## src/rtl/mips_ctrl_pkg.sv

```systemverilog
// Shared control-word layout, ALU op codes and forwarding-select encodings
// for the 5-stage pipeline control path.
package mips_ctrl_pkg;

  localparam int unsigned CTRL_W = 9;
  localparam int unsigned REG_AW = 5;

  localparam int unsigned CTRL_MEMTOREG = 8;
  localparam int unsigned CTRL_REGWRITE = 7;
  localparam int unsigned CTRL_MEMWRITE = 6;
  localparam int unsigned CTRL_MEMREAD  = 5;
  localparam int unsigned CTRL_BRANCH   = 4;
  localparam int unsigned CTRL_ALUSRC   = 3;
  localparam int unsigned CTRL_ALUOP_HI = 2;
  localparam int unsigned CTRL_ALUOP_LO = 1;
  localparam int unsigned CTRL_REGDST   = 0;

  localparam logic [1:0] ALUOP_ADD   = 2'd0;
  localparam logic [1:0] ALUOP_SUB   = 2'd1;
  localparam logic [1:0] ALUOP_FUNCT = 2'd2;
  localparam logic [1:0] ALUOP_LUI   = 2'd3;

  localparam logic [1:0] FWD_RF  = 2'b00;
  localparam logic [1:0] FWD_MEM = 2'b10;
  localparam logic [1:0] FWD_WB  = 2'b01;

  // Full decoded word, field order matches the decoder's bit layout
  typedef struct packed {
    logic       memtoreg;
    logic       regwrite;
    logic       memwrite;
    logic       memread;
    logic       branch;
    logic       alusrc;
    logic [1:0] aluop;
    logic       regdst;
  } ctrl_t;

  typedef struct packed {
    logic memtoreg;
    logic regwrite;
    logic memwrite;
    logic memread;
    logic branch;
  } mem_ctrl_t;

  typedef struct packed {
    logic memtoreg;
    logic regwrite;
  } wb_ctrl_t;

  // EX/MEM result beats MEM/WB; register 0 never forwards
  function automatic logic [1:0] fwd_sel(
    input logic              mem_regwrite,
    input logic [REG_AW-1:0] mem_wreg,
    input logic              wb_regwrite,
    input logic [REG_AW-1:0] wb_wreg,
    input logic [REG_AW-1:0] src
  );
    logic [1:0] sel;
    sel = FWD_RF;
    if (mem_regwrite && (mem_wreg != '0) && (mem_wreg == src)) begin
      sel = FWD_MEM;
    end else if (wb_regwrite && (wb_wreg != '0) && (wb_wreg == src)) begin
      sel = FWD_WB;
    end
    return sel;
  endfunction

endpackage

```

## src/rtl/ctrl_fwd_unit.sv

```systemverilog
// EX-stage forwarding compare: picks the ALU A/B operand source from the
// destination registers of the two older in-flight instructions.
module ctrl_fwd_unit
  import mips_ctrl_pkg::*;
(
  input  logic              mem_regwrite,
  input  logic [REG_AW-1:0] mem_wreg,
  input  logic              wb_regwrite,
  input  logic [REG_AW-1:0] wb_wreg,
  input  logic [REG_AW-1:0] ex_rs,
  input  logic [REG_AW-1:0] ex_rt,
  output logic [1:0]        fwd_a,
  output logic [1:0]        fwd_b
);

  always_comb begin
    fwd_a = fwd_sel(mem_regwrite, mem_wreg, wb_regwrite, wb_wreg, ex_rs);
    fwd_b = fwd_sel(mem_regwrite, mem_wreg, wb_regwrite, wb_wreg, ex_rt);
  end

endmodule

```

## src/rtl/ctrl_pipe.sv

```systemverilog
// Pipeline control path: carries the decoded control word from ID to WB and
// owns load-use stall, branch flush and forwarding selects.
module ctrl_pipe
  import mips_ctrl_pkg::*;
(
  input  logic              clk,
  input  logic              reset,
  input  logic [CTRL_W-1:0] id_ctrl,
  input  logic [REG_AW-1:0] id_rs,
  input  logic [REG_AW-1:0] id_rt,
  input  logic [REG_AW-1:0] id_rd,
  input  logic              mem_zero,
  output logic              ex_alusrc,
  output logic [1:0]        ex_aluop,
  output logic [REG_AW-1:0] ex_wreg,
  output logic [1:0]        fwd_a,
  output logic [1:0]        fwd_b,
  output logic              mem_memread,
  output logic              mem_memwrite,
  output logic [REG_AW-1:0] mem_wreg,
  output logic              pc_src,
  output logic              wb_memtoreg,
  output logic              wb_regwrite,
  output logic [REG_AW-1:0] wb_wreg,
  output logic              stall,
  output logic              flush_ifid
);

  ctrl_t             r_ex_ctrl;
  logic [REG_AW-1:0] r_ex_rs;
  logic [REG_AW-1:0] r_ex_rt;
  logic [REG_AW-1:0] r_ex_wreg;
  mem_ctrl_t         r_mem_ctrl;
  logic [REG_AW-1:0] r_mem_wreg;
  wb_ctrl_t          r_wb_ctrl;
  logic [REG_AW-1:0] r_wb_wreg;

  ctrl_t             w_id_ctrl;
  logic [REG_AW-1:0] w_id_wreg;
  logic              w_pc_src;
  logic              w_stall;
  logic              w_kill_ex;
  logic              w_unused_regdst;

  assign w_id_ctrl = ctrl_t'(id_ctrl);
  assign w_id_wreg = w_id_ctrl.regdst ? id_rd : id_rt;

  // Taken branch resolves in MEM; it outranks a pending load-use stall
  assign w_pc_src  = r_mem_ctrl.branch & mem_zero;
  assign w_stall   = r_ex_ctrl.memread & (r_ex_rt != '0)
                   & ((r_ex_rt == id_rs) | (r_ex_rt == id_rt)) & ~w_pc_src;
  assign w_kill_ex = w_stall | w_pc_src;

  // regdst is consumed in ID when the destination is selected
  assign w_unused_regdst = r_ex_ctrl.regdst;

  always_ff @(posedge clk) begin
    if (reset) begin
      r_ex_ctrl  <= '0;
      r_ex_rs    <= '0;
      r_ex_rt    <= '0;
      r_ex_wreg  <= '0;
      r_mem_ctrl <= '0;
      r_mem_wreg <= '0;
      r_wb_ctrl  <= '0;
      r_wb_wreg  <= '0;
    end else begin
      // Bubble or squash: the whole ID/EX entry is cleared
      if (w_kill_ex) begin
        r_ex_ctrl <= '0;
        r_ex_rs   <= '0;
        r_ex_rt   <= '0;
        r_ex_wreg <= '0;
      end else begin
        r_ex_ctrl <= w_id_ctrl;
        r_ex_rs   <= id_rs;
        r_ex_rt   <= id_rt;
        r_ex_wreg <= w_id_wreg;
      end

      if (w_pc_src) begin
        r_mem_ctrl <= '0;
      end else begin
        r_mem_ctrl.memtoreg <= r_ex_ctrl.memtoreg;
        r_mem_ctrl.regwrite <= r_ex_ctrl.regwrite;
        r_mem_ctrl.memwrite <= r_ex_ctrl.memwrite;
        r_mem_ctrl.memread  <= r_ex_ctrl.memread;
        r_mem_ctrl.branch   <= r_ex_ctrl.branch;
      end
      r_mem_wreg <= r_ex_wreg;

      r_wb_ctrl.memtoreg <= r_mem_ctrl.memtoreg;
      r_wb_ctrl.regwrite <= r_mem_ctrl.regwrite;
      r_wb_wreg          <= r_mem_wreg;
    end
  end

  ctrl_fwd_unit u_fwd (
    .mem_regwrite (r_mem_ctrl.regwrite),
    .mem_wreg     (r_mem_wreg),
    .wb_regwrite  (r_wb_ctrl.regwrite),
    .wb_wreg      (r_wb_wreg),
    .ex_rs        (r_ex_rs),
    .ex_rt        (r_ex_rt),
    .fwd_a        (fwd_a),
    .fwd_b        (fwd_b)
  );

  assign ex_alusrc    = r_ex_ctrl.alusrc;
  assign ex_aluop     = r_ex_ctrl.aluop;
  assign ex_wreg      = r_ex_wreg;
  assign mem_memread  = r_mem_ctrl.memread;
  assign mem_memwrite = r_mem_ctrl.memwrite;
  assign mem_wreg     = r_mem_wreg;
  assign pc_src       = w_pc_src;
  assign wb_memtoreg  = r_wb_ctrl.memtoreg;
  assign wb_regwrite  = r_wb_ctrl.regwrite;
  assign wb_wreg      = r_wb_wreg;
  assign stall        = w_stall;
  assign flush_ifid   = w_pc_src;

endmodule

```

## config.mk

```make
export PLATFORM = sky130hd
export DESIGN_NAME = ctrl_pipe
export DESIGN_NICKNAME = d
export VERILOG_FILES = /design/src/rtl/mips_ctrl_pkg.sv /design/src/rtl/ctrl_fwd_unit.sv /design/src/rtl/ctrl_pipe.sv
export SDC_FILE = /design/constraint.sdc
export NUM_CORES = 1
export LEC_CHECK = 0
export ABC_AREA = 1
export BUFFER_PORTS_ARGS = -buffer_cell sky130_fd_sc_hd__buf_2
export CORE_ASPECT_RATIO = 1.4
export CORE_MARGIN = 5
export CORE_UTILIZATION = 45
export DETAILED_ROUTE_END_ITERATION = 8
export GPL_ROUTABILITY_DRIVEN = 0
export GPL_TIMING_DRIVEN = 1
export HOLD_SLACK_MARGIN = 0.05
export PLACE_DENSITY = 0.72
export SLEW_MARGIN = 20
export SYNTH_ARGS = -nofsm -noshare
export SYNTH_HDL_FRONTEND = slang
export SYNTH_SLANG_ARGS = --single-unit
```

## constraint.sdc

```tcl
create_clock -name clk -period 1.4 [get_ports clk]
set_input_delay 0.14 -clock clk [delete_from_list [all_inputs] [get_ports clk]]
set_output_delay 0.14 -clock clk [all_outputs]
set_load 0.02 [all_outputs]
```

==> results summary, run 1 <==
The post-cts hold buffer count came out at 0. The fraction of registers with async set or reset after synthesis is 0%. For this run, the number of Yosys warnings is 0. The initial cell density of the core is 46.22%. The wire length of the first global-routing pass came out at 6099 microns. The total negative setup slack is -773.8 ps. The filler cell count in the final layout is 322.

The worst clock skew is 5.390 ps. The detailed-routing iteration count for the pre-antenna-repair pass is 4. The static power due to leakage is 1.208 nW.

The clock tree synthesis step divided the H-tree into 2 levels. The final net count came out at 310. STA classifies the critical path startpoint as a flop. The post-layout minimum cycle time came out at 1565 ps. The final reports fail on negative setup slack.

The top fanout value on the critical path is 4. Detailed placement finished with a half-perimeter wire length of 2777 microns. The synthesis-to-finish area growth is 39.06%. The largest net degree at the start of global routing came out at 24. In this run the clock root is driven by a sky130_fd_sc_hd__clkbuf_8. The sum of overflow across all layers after global routing is 0. Clock tree synthesis found a total of 40 sinks.

The remaining design rule violation count came out at 0. The number of antenna violations at the first check in global routing is 0. For this design the ratio of total power to cell area is 1057 nW/um^2. The initial DRC count is 35. Setup repair after global routing could not meet its margin everywhere. In this run the cell area of the synthesized design comes to 1669 sq um. For the worst setup path, the data required time is 1260 ps. The number of buffer cells added on primary ports is 55. The sequential element share of the synthesized area came out at 47.98%. The number of max-capacitance violations reported came out at 0.

For this run, the top clock speed supported by timing is 639.0 MHz. Of the cells placed in the final design, the portion with a size suffix greater than 1 is 43.11%. Counting flops and latches in the post-synthesis netlist gives 40. The worst register-to-register path begins at r_mem_ctrl[0].

In this run the critical register-to-register path is captured at r_ex_rt[4]. The total instance count after detailed placement came out at 313. Counting along the longest clock path gives a buffer depth of 2. The clock slew at the register clock pins of the worst setup and hold paths came out at 70 ps. The final layout contains routed wiring with a total length of 3850 microns. In the global route stage, overall resource usage came out at 16.66%. Excluding fillers, the count of instances in the completed layout stands at 325. The die is 82.06 microns tall.

The average detailed-routed wire length per instance came out at 11.85 microns. The I/O pin count is 56. The worst-case hold slack is 58.21 ps. For this block, the via count after detailed routing is 1,509. The final setup violation count is 18.

The classification of the worst setup path is reg -> out. The detailed-route vias per instance is 4.643. In the finished design, the share of the clock period the worst path needs comes to 111.8%. In the synthesized netlist, the number of instances is 223. Among all flip-flop cells after synthesis, the most frequent one is sky130_fd_sc_hd__dfxtp_1.

The path category of the worst min-delay check is in -> reg. Following the worst setup path forward leads to its endpoint at fwd_b[0]. The floorplan step defined a die boundary enclosing 5044 sq um.

The core area is 3611 sq um. In this run the core area contains 26 standard-cell rows. The max-slew headroom at the worst pin came out at 51.21%. The number of enable-type register cells in the synthesized netlist came out at 0.

The number of distinct library cell variants in the gate-level netlist after synthesis is 22. The slew at the pin closest to its max-slew limit came out at 729.1 ps. The worst-case IR drop observed on VDD is 979.0 uV. The antenna cell count is 0.

The origin of the worst setup path is r_ex_rt[1]. The run finished, with violations left. STA puts the critical path data arrival time at 1420 ps. In this run the register-to-register setup slack is -30 ps.

Clock tree synthesis inserted a total of 5 buffers. The count of nets left with antenna violations once routing finished came out at 0. The average size of a mapped cell came out at 7.485 sq um. The number of cells on the worst reg-to-reg path is 5. The number of nets in the synthesized netlist is 250. STA classifies the critical path endpoint as an output pin. Prior to clock tree synthesis, the placed netlist has a worst setup slack of 34.12 ps. At the later pin of the worst-skew pair, clock insertion delay measures 290 ps. The number of pins exceeding their max-slew limit in the final report is 0. The total count of hold-check failures in the final report came out at 0.

The worst path setup slack after routing is -164.9 ps. The width of the chip came out at 61.47 microns. The via count of the first global-routing pass came out at 1,458. TritonCTS built the clock tree.
cell usage after synthesis (2+ instances only):
library cell | number | area [sq um]
sky130_fd_sc_hd__inv_2 | 4 | 15.01
sky130_fd_sc_hd__nor3_1 | 4 | 20.02
sky130_fd_sc_hd__xnor2_1 | 13 | 113.9
sky130_fd_sc_hd__dfxtp_1 | 40 | 800.8
sky130_fd_sc_hd__buf_6 | 2 | 22.52
sky130_fd_sc_hd__xor2_1 | 7 | 61.31
sky130_fd_sc_hd__a21oi_1 | 5 | 25.02
sky130_fd_sc_hd__inv_1 | 40 | 150.1
sky130_fd_sc_hd__nand3_1 | 4 | 20.02
sky130_fd_sc_hd__nand4_1 | 5 | 31.28
sky130_fd_sc_hd__nand2_1 | 30 | 112.6
sky130_fd_sc_hd__nor2_2 | 4 | 25.02
sky130_fd_sc_hd__nor2_1 | 53 | 198.9
sky130_fd_sc_hd__o21ai_0 | 2 | 10.01
sky130_fd_sc_hd__buf_4 | 3 | 22.52
worst max-delay path, stage by stage, from the launching register on:
cell                      delay (ps)
sky130_fd_sc_hd__dfxtp_4         370
sky130_fd_sc_hd__buf_6           120
sky130_fd_sc_hd__nand2_2          50
sky130_fd_sc_hd__nand4_1         170
sky130_fd_sc_hd__nor3_4          240
sky130_fd_sc_hd__nor2_2           50
sky130_fd_sc_hd__buf_6           130
repair_timing:
action                                  4_1_cts  5_1_grt
buffers inserted                              0        3
resized for setup                            38       26
gates cloned                                  0        2
endpoints found under the setup margin        5       28
pin swaps                                    17       13
worst min-delay path by stage:
stage / startpoint / to / slack, ps / cells after the start
finish: id_ctrl[8] / r_ex_ctrl[8] / 60 / 3
global route: id_ctrl[8] / r_ex_ctrl[8] / 50 / 3
CTS: id_ctrl[8] / r_ex_ctrl[8] / 50 / 3
detailed placement: id_ctrl[8] / r_ex_ctrl[8] / 360 / 3
global placement: id_ctrl[7] / r_ex_ctrl[7] / 360 / 3
floorplan: reset / wb_wreg[0] / 210 / 1
sequential cells by signal (all words and copies together), names as in the netlist:
name	flops
ex_alusrc	1
ex_aluop	2
wb_wreg	5
r_mem_ctrl	3
r_ex_rs	5
mem_memwrite	1
mem_wreg	5
r_ex_rt	5
ex_wreg	5
mem_memread	1
wb_regwrite	1
r_ex_ctrl	5
wb_memtoreg	1
cell usage in the layout (no fill, tap or decap):
| cell | Yosys | final |
|---|---|---|
| sky130_fd_sc_hd__nand2_1 | 30 | 24 |
| sky130_fd_sc_hd__buf_4 | 3 | 4 |
| sky130_fd_sc_hd__nor3_2 | 0 | 2 |
| sky130_fd_sc_hd__o21ai_0 | 2 | 1 |
| sky130_fd_sc_hd__dfxtp_2 | 0 | 7 |
| sky130_fd_sc_hd__xnor2_1 | 13 | 8 |
| sky130_fd_sc_hd__nand2_2 | 1 | 7 |
| sky130_fd_sc_hd__xnor2_2 | 0 | 5 |
| sky130_fd_sc_hd__nor2_1 | 53 | 43 |
| sky130_fd_sc_hd__nor2_2 | 4 | 11 |
| sky130_fd_sc_hd__o21ai_4 | 0 | 1 |
| sky130_fd_sc_hd__o21ai_1 | 1 | 1 |
| sky130_fd_sc_hd__buf_6 | 2 | 6 |
| sky130_fd_sc_hd__nand2_8 | 0 | 1 |
| sky130_fd_sc_hd__nand2_4 | 1 | 2 |
| sky130_fd_sc_hd__a21oi_1 | 5 | 5 |
| sky130_fd_sc_hd__inv_1 | 40 | 39 |
| sky130_fd_sc_hd__nor3_4 | 0 | 2 |
| sky130_fd_sc_hd__dfxtp_1 | 40 | 26 |
| sky130_fd_sc_hd__nand3_2 | 0 | 2 |
| sky130_fd_sc_hd__xor2_1 | 7 | 7 |
| sky130_fd_sc_hd__inv_4 | 0 | 2 |
| sky130_fd_sc_hd__dfxtp_4 | 0 | 7 |
| sky130_fd_sc_hd__inv_2 | 4 | 3 |
| sky130_fd_sc_hd__clkbuf_8 | 0 | 7 |
| sky130_fd_sc_hd__nand3_1 | 4 | 2 |
| sky130_fd_sc_hd__nor2_4 | 0 | 3 |
| sky130_fd_sc_hd__buf_2 | 1 | 50 |
| sky130_fd_sc_hd__nand4_1 | 5 | 5 |
power by group:
group	total, mW	switching, mW	leakage (nW)	internal [mW]
clock	0.806	0.368	0.0503	0.438
sequential	1.25	0.0526	0.337	1.19
combinational	0.401	0.231	0.820	0.170
total	2.45	0.651	1.21	1.80
logic make-up after synthesis:
| logic type | Yosys count | share of synthesized area, % |
|---|---|---|
| AOI/OAI and AO/OA | 8 | 2.398 |
| and+or+nand+nor | 102 | 25.49 |
| buffers and inverters | 53 | 13.64 |
| xor gates and xnor gates | 20 | 10.49 |
| DFF | 40 | 47.98 |
metal layers:
| layer | vias to the layer above | part of all wire (%) | track usage [%] |
|---|---|---|---|
| li1 | 775 | - | - |
| met1 | 683 | 37 | 16.42 |
| met2 | 40 | 54 | 29.45 |
| met3 | 11 | 6.6 | 6.289 |
| met4 | 0 | 2.9 | 8.493 |
| met5 | - | 0 | 0 |
metrics by stage:
stage          area (sq um)  utilization, %  power (mW)
3_5_place_dp           1977           54.75       1.607
4_1_cts                2187           60.57       2.430
2_1_floorplan          1697               -       1.502
6_report               2321           64.28       2.454
3_3_place_gp           1977           54.75       1.603
5_1_grt                2321           64.28       2.587
layout make-up:
| type | count | area, sq um | share of cell area [%] |
|---|---|---|---|
| inverters | 44 | 170.2 | 7.332 |
| multi-input cells | 132 | 818.3 | 35.26 |
| well taps | 42 | 52.55 | 2.264 |
| clock buffers | 7 | 96.34 | 4.151 |
| flip-flops and latches | 40 | 835.8 | 36.01 |
| repair buffers | 60 | 347.8 | 14.99 |
Power figures use the tool's default switching activity.
==> run 2, diff against run 1 <==
--- a/config.mk
+++ b/config.mk
@@ -5,7 +5,6 @@
 export SDC_FILE = /design/constraint.sdc
 export NUM_CORES = 1
 export LEC_CHECK = 0
-export ABC_AREA = 1
 export BUFFER_PORTS_ARGS = -buffer_cell sky130_fd_sc_hd__buf_2
 export CORE_ASPECT_RATIO = 1.4
 export CORE_MARGIN = 5
==> results summary, run 2 <==
The run finished, with violations left. The final reports fail on negative setup slack. Dividing the detail-routed wire length by the instance count gives 16.86 microns. The number of buffers on the longest clock path came out at 2. The top cell types in the final layout, fill and taps aside, are sky130_fd_sc_hd__buf_2 (50), sky130_fd_sc_hd__dfxtp_1 (29), sky130_fd_sc_hd__buf_4 (24), sky130_fd_sc_hd__nand2_1 (20), sky130_fd_sc_hd__a21oi_2 (15). In this run the tool buffered the top-level ports with 55 buffer cells. The synthesized area is 1658 sq um. The number of max-capacitance violations reported came out at 0. The number of enable-type register cells in the synthesized netlist is 0. The initial cell density of the core came out at 45.91%. The average size of a mapped cell is 9.639 sq um. The fraction of final layout cells with drive strength greater than 1 came out at 59.29%. In the post-synthesis netlist, the cell with the most instances is sky130_fd_sc_hd__dfxtp_1. After synthesis, the most frequently instantiated cells are sky130_fd_sc_hd__dfxtp_1 (40), sky130_fd_sc_hd__nand2_1 (20), sky130_fd_sc_hd__a21oi_1 (18), sky130_fd_sc_hd__xnor2_1 (16), sky130_fd_sc_hd__xor2_1 (14).

The signal on the critical path passes through xor2_1 -> or4_4 -> nor4_4 -> buf_4. The detailed-route vias per instance is 5.092. Setup violations remaining at the end of the flow were counted as 28. TritonCTS built the clock tree.

In the synthesized netlist the dominant register cell turns out to be sky130_fd_sc_hd__dfxtp_1. The core area came out at 3611 sq um. Ranked by total cell area, the synthesized netlist is headed by sky130_fd_sc_hd__dfxtp_1 (48%), sky130_fd_sc_hd__xnor2_1 (8.5%), sky130_fd_sc_hd__xor2_1 (7.4%). The total chip power came out at 2.737 mW.

The critical path data required time came out at 1260 ps. The largest net degree at the start of global routing came out at 17. The area share of the leading cell type in the synthesized netlist is 48.30%.

The total clock buffers created by CTS is 5. The number of distinct library cell variants in the gate-level netlist after synthesis came out at 24. The worst hold path belongs to the class in -> reg. The initial DRC count came out at 21. The via count of the first global-routing pass is 1,625.

The I/O pin count came out at 56. In the final layout, the multi-input gates occupy 1055 sq um. The number of synthesis warnings is 0. The gate count after technology mapping is 172.

The total number of vias is 1,502. Leaving out fill and tap cells, the most frequent cell in the layout is sky130_fd_sc_hd__buf_2. The die area is 5015 sq um. The synthesis-to-finish area growth is 62.34%. The area taken by flip-flops and latches is 832.0 sq um. The top fanout value on the critical path came out at 4. Once routing completed, OpenROAD measured the worst setup slack at -549.9 ps.

The power density of the placed cells came out at 1017 nW/um^2. After global routing the overflow that remains totals 0. The total count of hold-check failures in the final report is 0.

STA classifies the critical path endpoint as an output pin. The number of pins exceeding their max-slew limit in the final report came out at 0. The H-tree was split into 2 levels.

Sequential cells were found to cover 48.30% of the synthesized design area. Setup repair after global routing could not meet its margin everywhere. The type of element launching the critical path is a flop.

The smallest clock period supported by the final layout is computed as 1950 ps. The floorplan step set the die width to 61.30 microns. The maximum single-stage delay on the critical path is 530 ps. The detailed-routing iteration count for the pre-antenna-repair pass came out at 4. The max-slew headroom at the worst pin came out at 64.69%. The repair_antennas step left the layout with diodes totalling 0.

The finished layout cell area came out at 2691 sq um. The worst clock skew is 3.552 ps. The remaining design rule violation count came out at 0. The total half-perimeter wirelength after legalization and detailed placement came out at 3462 microns. The clock slew at the register clock pins of the worst setup and hold paths is 70 ps. The die extent in y came out at 81.82 microns. The number of storage elements in the synthesis netlist is 40. The slew at the pin closest to its max-slew limit came out at 529.6 ps. The final clock period utilization by the worst path is 139.3%.

Clock tree synthesis selected as its root buffer the cell sky130_fd_sc_hd__clkbuf_8. Row generation in the floorplan step produced 26 rows. The count of nets left with antenna violations after detail routing is 0.

The highest-delay cell along the critical path is sky130_fd_sc_hd__or4_4. The total global routing track utilization is 20.97%. The fraction of registers with async set or reset after synthesis is 0%.

Buffers inserted to repair hold after CTS numbered 0. The signal arrival time at the worst endpoint came out at 1810 ps. The first global-routing pass estimated 7652 microns of wire. The classification of the worst setup path is reg -> out. The static power due to leakage is 1.224 nW. Derived from the worst setup path, the maximum achievable clock frequency is 512.9 MHz. The later pin in the worst-skew pair is clocked with a latency of 290 ps. The number of sinks handled by clock tree synthesis came out at 40. Counting every net in the synthesized netlist gives 199. The cell area after placement came out at 2276 sq um.

The worst vdd rail ir drop is 1123 uV. Wires add up to 4975 microns. The final net count is 279.

The layout has 254 filler cells. Summed over all instances, the cell type with the most area after synthesis is sky130_fd_sc_hd__dfxtp_1. The number of antenna violations at the first check in global routing is 0.
==> run 2: stage by stage <==
step	hold slack [ps]	instances	setup slack (ps)	TNS, ps	utilization [%]
3_3_place_gp	374.8	280	-217.4	-3259	63.03
6_report	78.61	295	-549.9	-6194	74.53
3_5_place_dp	375.9	280	-255.8	-4322	63.03
2_1_floorplan	201.9	172	-245.9	-3112	-
5_1_grt	72.01	295	-602.4	-7820	74.53
4_1_cts	65.95	291	-539.3	-7345	70.82
==> run 2: final timing paths <==
kind | endpoint | cells past startpoint | slack (ps) | from
max | fwd_b[0] | 4 | -550 | r_ex_rt[4]
max reg2reg | ex_wreg[2] | 5 | -250 | r_ex_rt[3]
min reg2reg | r_mem_ctrl[0] | 1 | 430 | r_ex_ctrl[4]
min | ex_aluop[1] | 3 | 80 | id_ctrl[2]
==> run 2: report_power, final <==
part,internal [mW],switching [mW]
logic,0.291,0.315
clock network,0.528,0.371
registers,1.19,0.0389
total,2.01,0.725
==> run 2: area by class of cell <==
class / count / area share, %
sequential: 40 / 30.92
multi-input combinational: 116 / 39.19
clock inverter: 2 / 1.302
tap: 42 / 1.953
timing repair buffer: 89 / 23.94
clock buffer: 6 / 2.696
==> run 2: cells by family after synthesis <==
| family | count (synthesis) | synth area share [%] |
|---|---|---|
| AND/OR/NAND/NOR | 54 | 17.43 |
| flip-flops | 40 | 48.30 |
| XOR/XNOR | 30 | 15.85 |
| AO/OA/AOI/OAI | 27 | 9.736 |
| buffers and inverters | 16 | 5.660 |
| multiplexers | 5 | 3.019 |
==> run 2: repair_timing <==
item,in CTS,in global routing
endpoints found under the setup margin,28,28
cloned,1,1
buffers inserted,2,5
hold endpoints to repair,0,0
pin swaps,11,12
resized for setup,32,24
==> run 2: per-layer routing <==
metal	wire [microns]	track usage [%]	vias up
met5	0	0	-
met4	178	8.894	0
met3	214	4.717	17
met2	2791	39.41	49
met1	1790	21.23	708
li1	-	-	728
==> run 2: critical path: cells and delay by family, from the launching register on <==
kind,cells,cell delay [ps]
xor gates and xnor gates,1,170
buffers and inverters,1,180
DFF,1,370
and+or+nand+nor,2,810
